$ cat src/rtl/tcp_tx_framer.sv
// Purpose : packs 32-bit event words into byte frames for a TCP TX buffer:
//           HDR_WORD(2) SEQ(2) payload(4/word) WCNT(2) [CHK(1)], all MSB first.
// Latency : TCP_TX_WR/TCP_TX_DATA are registered, 1 cycle after the emit decision;
//           an unthrottled word takes 5 cycles (1 LOAD + 4 BYTE).
// Backpr. : TCP_TX_FULL=1 stalls emission and holds the byte index; EVT_READY
//           is raised only in LOAD (with TCP_OPEN=1) and in FLUSH.
//
// Ports   : CLK/RST       single clock, synchronous active-high reset
//           TCP_OPEN      connection up; falling mid-frame aborts the frame
//           TCP_TX_FULL   TX buffer almost full
//           TCP_TX_WR/DATA byte write strobe and byte to the TX buffer
//           EVT_VALID/DATA/LAST/READY  upstream word handshake
//           FRAME_CNT/ABORT_CNT  wrapping completed/aborted frame counters
// Option  : define TCP_TX_FRAMER_CHKSUM_EN to append an XOR-of-payload CHK byte.
module tcp_tx_framer #(
  parameter logic [15:0] HDR_WORD = 16'hAA55
) (
  input  logic        CLK,
  input  logic        RST,
  input  logic        TCP_OPEN,
  input  logic        TCP_TX_FULL,
  output logic        TCP_TX_WR,
  output logic [7:0]  TCP_TX_DATA,
  input  logic        EVT_VALID,
  input  logic [31:0] EVT_DATA,
  input  logic        EVT_LAST,
  output logic        EVT_READY,
  output logic [15:0] FRAME_CNT,
  output logic [15:0] ABORT_CNT
);

  typedef enum logic [2:0] {
    IDLE,
    HDR,
    LOAD,
    BYTE,
    TRL,
`ifdef TCP_TX_FRAMER_CHKSUM_EN
    CHK,
`endif
    FLUSH
  } state_t;

  state_t      state, state_nxt;
  logic [1:0]  idx;        // byte index inside the current field
  logic [31:0] word;       // latched payload word, shifted left as bytes go out
  logic        last_seen;  // EVT_LAST already accepted for the current frame
  logic [15:0] wcnt;
  logic [15:0] seq;
  logic [15:0] frame_cnt;
  logic [15:0] abort_cnt;
  logic        tx_wr;
  logic [7:0]  tx_data;
`ifdef TCP_TX_FRAMER_CHKSUM_EN
  logic [7:0]  chk;
`endif

  logic        emit;
  logic [7:0]  emit_byte;
  logic        evt_rdy;
  logic        load_word;
  logic        frame_done;
  logic        abort;
  logic        frame_start;

  always_comb begin
    state_nxt  = state;
    emit       = 1'b0;
    emit_byte  = 8'h00;
    evt_rdy    = 1'b0;
    load_word  = 1'b0;
    frame_done = 1'b0;
    abort      = 1'b0;
    case (state)
      IDLE: begin
        // The word is not consumed here; LOAD picks it up after the header.
        if (EVT_VALID && TCP_OPEN) state_nxt = HDR;
      end
      HDR: begin
        if (!TCP_OPEN) begin
          abort = 1'b1;
        end else if (!TCP_TX_FULL) begin
          emit = 1'b1;
          case (idx)
            2'd0:    emit_byte = HDR_WORD[15:8];
            2'd1:    emit_byte = HDR_WORD[7:0];
            2'd2:    emit_byte = seq[15:8];
            default: emit_byte = seq[7:0];
          endcase
          if (idx == 2'd3) state_nxt = LOAD;
        end
      end
      LOAD: begin
        // READY is gated by TCP_OPEN so no word is taken on the abort cycle.
        if (!TCP_OPEN) begin
          abort = 1'b1;
        end else begin
          evt_rdy = 1'b1;
          if (EVT_VALID) begin
            load_word = 1'b1;
            state_nxt = BYTE;
          end
        end
      end
      BYTE: begin
        if (!TCP_OPEN) begin
          abort = 1'b1;
        end else if (!TCP_TX_FULL) begin
          emit      = 1'b1;
          emit_byte = word[31:24];
          if (idx == 2'd3) state_nxt = last_seen ? TRL : LOAD;
        end
      end
      TRL: begin
        if (!TCP_OPEN) begin
          abort = 1'b1;
        end else if (!TCP_TX_FULL) begin
          emit      = 1'b1;
          emit_byte = idx[0] ? wcnt[7:0] : wcnt[15:8];
          if (idx[0]) begin
`ifdef TCP_TX_FRAMER_CHKSUM_EN
            state_nxt = CHK;
`else
            state_nxt  = IDLE;
            frame_done = 1'b1;
`endif
          end
        end
      end
`ifdef TCP_TX_FRAMER_CHKSUM_EN
      CHK: begin
        if (!TCP_OPEN) begin
          abort = 1'b1;
        end else if (!TCP_TX_FULL) begin
          emit       = 1'b1;
          emit_byte  = chk;
          state_nxt  = IDLE;
          frame_done = 1'b1;
        end
      end
`endif
      FLUSH: begin
        // Drain the rest of the aborted frame regardless of TCP_OPEN.
        evt_rdy = 1'b1;
        if (EVT_VALID && EVT_LAST) state_nxt = IDLE;
      end
      default: state_nxt = IDLE;
    endcase
    if (abort) state_nxt = last_seen ? IDLE : FLUSH;
  end

  // Per-frame state is also cleared on IDLE->HDR so an abort on the very first
  // header cycle never sees last_seen left over from the previous frame.
  assign frame_start = (state == HDR) || (state_nxt == HDR);

  always_ff @(posedge CLK) begin
    if (RST) begin
      state     <= IDLE;
      idx       <= 2'd0;
      word      <= 32'h0;
      last_seen <= 1'b0;
      wcnt      <= 16'h0;
      seq       <= 16'h0;
      frame_cnt <= 16'h0;
      abort_cnt <= 16'h0;
      tx_wr     <= 1'b0;
      tx_data   <= 8'h00;
`ifdef TCP_TX_FRAMER_CHKSUM_EN
      chk       <= 8'h00;
`endif
    end else begin
      state <= state_nxt;

      if (state_nxt != state) idx <= 2'd0;
      else if (emit)          idx <= idx + 2'd1;

      tx_wr <= emit;
      if (emit) tx_data <= emit_byte;

      if (load_word)                  word <= EVT_DATA;
      else if (emit && state == BYTE) word <= {word[23:0], 8'h00};

      if (frame_start) begin
        wcnt      <= 16'h0;
        last_seen <= 1'b0;
      end else if (load_word) begin
        wcnt      <= wcnt + 16'd1;
        last_seen <= EVT_LAST;
      end

`ifdef TCP_TX_FRAMER_CHKSUM_EN
      if (frame_start)    chk <= 8'h00;
      else if (load_word) chk <= chk ^ EVT_DATA[31:24] ^ EVT_DATA[23:16]
                                     ^ EVT_DATA[15:8]  ^ EVT_DATA[7:0];
`endif

      if (frame_done) begin
        seq       <= seq + 16'd1;
        frame_cnt <= frame_cnt + 16'd1;
      end
      if (abort) abort_cnt <= abort_cnt + 16'd1;
    end
  end

  assign TCP_TX_WR   = tx_wr;
  assign TCP_TX_DATA = tx_data;
  assign EVT_READY   = evt_rdy;
  assign FRAME_CNT   = frame_cnt;
  assign ABORT_CNT   = abort_cnt;

endmodule

$ cat config.mk
export PLATFORM = sky130hd
export DESIGN_NAME = tcp_tx_framer
export DESIGN_NICKNAME = d
export VERILOG_FILES = /design/src/rtl/tcp_tx_framer.sv
export SDC_FILE = /design/constraint.sdc
export NUM_CORES = 1
export LEC_CHECK = 0
export ABC_AREA = 1
export BUFFER_PORTS_ARGS = -buffer_cell sky130_fd_sc_hd__buf_4
export CAP_MARGIN = 15
export CORE_MARGIN = 2
export CORE_UTILIZATION = 40
export DETAILED_ROUTE_END_ITERATION = 12
export GPL_ROUTABILITY_DRIVEN = 0
export PLACE_DENSITY = 0.61
export SYNTH_ARGS = -nofsm -noshare
export SYNTH_HDL_FRONTEND = slang
export SYNTH_SLANG_ARGS = --single-unit
$ cat constraint.sdc
create_clock -name CLK -period 4.8 [get_ports CLK]
set_input_delay 0.48 -clock CLK [delete_from_list [all_inputs] [get_ports CLK]]
set_output_delay 0.48 -clock CLK [all_outputs]
set_load 0.05 [all_outputs]
==> impl_results.md <==
- RSZ-0062 raised after global routing: no
- Antenna viol nets, final: 0
- Critical Path RT: just over 5 ns
- IO Count: 80
- Leak: between 2 and 2.5 nW
- Vias in the first global route: between 4k and 5k
- Largest net degree at the start of global routing: 68
- Postcts setup bufs: 0
- Pwr dens: slightly above 300 mW/mm²
- DRC viols: 0
- Dpl hpwl: 9720 µm
- CTS root buf: clkbuf_16
- Bufs on Longest Clock Path: 2
- Cell Chain, Critical Path: inv_2 -> nor2_1 -> nand2_1 -> nor2_2 -> nand2_1 -> nor2_2 -> nand4_1 -> nand2_1 -> nor2_1
- Synthesized instance count: approximately 800
- Sequential-to-total area share from yosys stat: 39.3%
- Most frequent CP cell: nand2_1
- Main area contributors after synthesis: dfxtp_1 (39%), nand2_1 (14%), nor2_1 (5.8%)
- Post-Route WL: 13700 µm
- Outcome: completed
- Die Y: 123 µm
- Fin nets: ~900
- Setup Skew: 0.0107 ns
- Layout area overhead: 18.1%
- CP Launch Type: register
- Detailed Routing Iterations Pass 1: 5
- Mapped cell area: roughly 0.0057 mm²
- CP peak stage delay: between 0.7 and 0.8 ns
- Endpoints failing hold: 0
- Final count of pins violating max slew: 0
- Max_cap viols: 0
- Critical path's top delay family: simple AND/OR/NAND/NOR gates
- Area leader, netlist: dfxtp_1
- CTS tree: built
- Slew @ Worst Pin: about 0.91 ns
- Die area: approximately 0.015 mm²
- Post-cts sizing count: 0
- Net Count, Synth: around 860
- Commonest non-fill, non-tap cells in the layout: nand2_1 (218), dfxtp_1 (111), nor2_1 (86)
- First-pass GRT wire length: ~23000 µm
- Max rail drop VDD: ~200 µV
- Final setup margin: 2.19 ns
- Pre-CTS setup slack: roughly 2.1 ns
- Vias/cell: approximately 5
- Initial antenna violation count: 0
- Antenna cells: 0
- # rows: 43
- Inserted Clock Buffers: 9
- Fmax: ~380 MHz
- Crit path DAT: ~2.9 ns
- Initial core utilization: about two fifths
- Tmin final: around 2.6 ns
- Crit end category: register
- Yosys warns: 0
- Syn Area/Cell: between 6 and 7 µm²
- H-Tree Depth: 3
- WP buf/inv: 1
- Share of cells above drive strength 1: approximately 15%
- Tcrit/Tclk final: a little over half
- HP Class: input port to register
- Reg clk slew, reported paths: 0.08 ns
- Slew margin rel.: around 40%
- Global-route usage over all layers: around a fifth
- Die width: about 120 µm
- Cts hold-fix bufs: 0
- Top-area cell type share of the netlist area: approximately two fifths
- FF+latch count, synth: between 100 and 150
- Buffers on Ports: between 70 and 80
- Critical-path top delay cell: dfxtp_1
- Final-report setup violation count: 0
- Post-synth cell types: 39
- Vias: around 5.3k
- CTS sink count: about 110
- Worst-path fanout max: 20
- Commonest non-fill, non-tap cell in the layout: nand2_1
- Worst Setup Path Type: register to register
- Worst-Skew Late Latency: approximately 0.36 ns
- Setup TNS: 0 ns
- GRT overflow: 0
- DRT iter0 DRCs: 347
- Drt wl/cell: roughly 13 µm
- Core box area: approximately 0.014 mm²
sequential cells by signal (all words and copies together), names as in the netlist:
| signal | cells |
|---|---|
| ABORT_CNT | 16 |
| FRAME_CNT | 16 |
| TCP_TX_DATA | 8 |
| TCP_TX_WR | 1 |
| idx | 2 |
| last_seen | 1 |
| seq | 16 |
| state | 3 |
| wcnt | 16 |
| word | 32 |
cell type report:
type	count	area (µm²)
Fill cell	1459	7150
Multi-Input combinational cell	595	2980
Sequential cell	111	2220
Timing Repair Buffer	82	616
Inverter	81	307
Clock buffer	9	225
Tap cell	180	225
Clock inverter	7	100
Yosys cell counts:
cell	number
a21boi_1	1
a21oi_1	52
a21oi_4	1
a22oi_1	10
a31oi_1	35
and2_1	3
and3_1	1
buf_2	5
buf_4	3
buf_6	3
clkbuf_1	18
clkinv_1	2
dfxtp_1	111
ha_1	9
inv_1	72
inv_2	6
inv_4	1
nand2_1	218
nand2_2	6
nand3_1	32
nand3b_1	1
nand3b_4	1
nand4_1	22
nor2_1	88
nor2_2	7
nor2_4	1
nor3_1	28
nor3_2	4
nor3_4	2
nor3b_1	3
o211ai_1	6
o21a_1	2
o21ai_0	34
o21ai_1	6
o21ai_4	1
o21bai_1	1
or2_1	1
xnor2_1	4
xor2_1	15
report_power, final:
group          total, mW  leakage (nW)  switching (mW)  internal (mW)
sequential         0.969         0.894          0.0346          0.935
clock              0.804         0.158           0.381          0.423
combinational      0.274          1.39           0.179         0.0946
worst paths after layout:
| check | startpoint | endpoint | slack, ns | cells past startpoint |
|---|---|---|---|---|
| setup / recovery | idx[0] | FRAME_CNT[12] | 2.19 | 9 |
| hold reg to reg | word[0] | word[0] | 0.46 | 2 |
| setup reg to reg | idx[0] | FRAME_CNT[12] | 2.19 | 9 |
| hold / removal | EVT_DATA[3] | word[3] | 0.37 | 3 |
worst min-delay path, delay by kind of cell:
family | cells | cell delay (ns)
compound gates | 1 | 0.05
simple gates | 1 | 0.05
buf+inv | 1 | 0.11
layer usage:
layer	global-route usage [%]	wire, µm	vias to the layer above
met5	0	0	-
met4	5.24	119	0
met3	4.32	527	6
met2	29.4	6140	90
met1	26.4	6900	2393
li1	-	-	2813
per-stage QoR:
step / instances / utilization, % / hold slack, ns / power [mW] / area [µm²]
CTS: 1065 / 48.3 / 0.359 / 2.07 / 6670
global route: 1065 / 48.3 / 0.367 / 2.13 / 6670
finish: 1065 / 48.3 / 0.371 / 2.05 / 6670
detailed placement: 1049 / 45.9 / 0.456 / 1.27 / 6350
floorplan: 816 / - / 0.441 / 1.19 / 5650
global placement: 1049 / 45.9 / 0.449 / 1.27 / 6350
cells by family (layout without fill, tap and decap cells):
family                   count (synthesis)  count (layout)  share of synthesized area, %
AO/OA/AOI/OAI                          149             149                          15.3
AND/OR/NAND/NOR                        418             418                          32.4
flip-flops                             111             111                          39.3
buffers and inverters                  110             179                          8.06
adder cells (fa/ha/maj)                  9               9                          1.99
XOR/XNOR                                19              19                          2.94
Note: power is estimated with default switching activity, not from simulation.
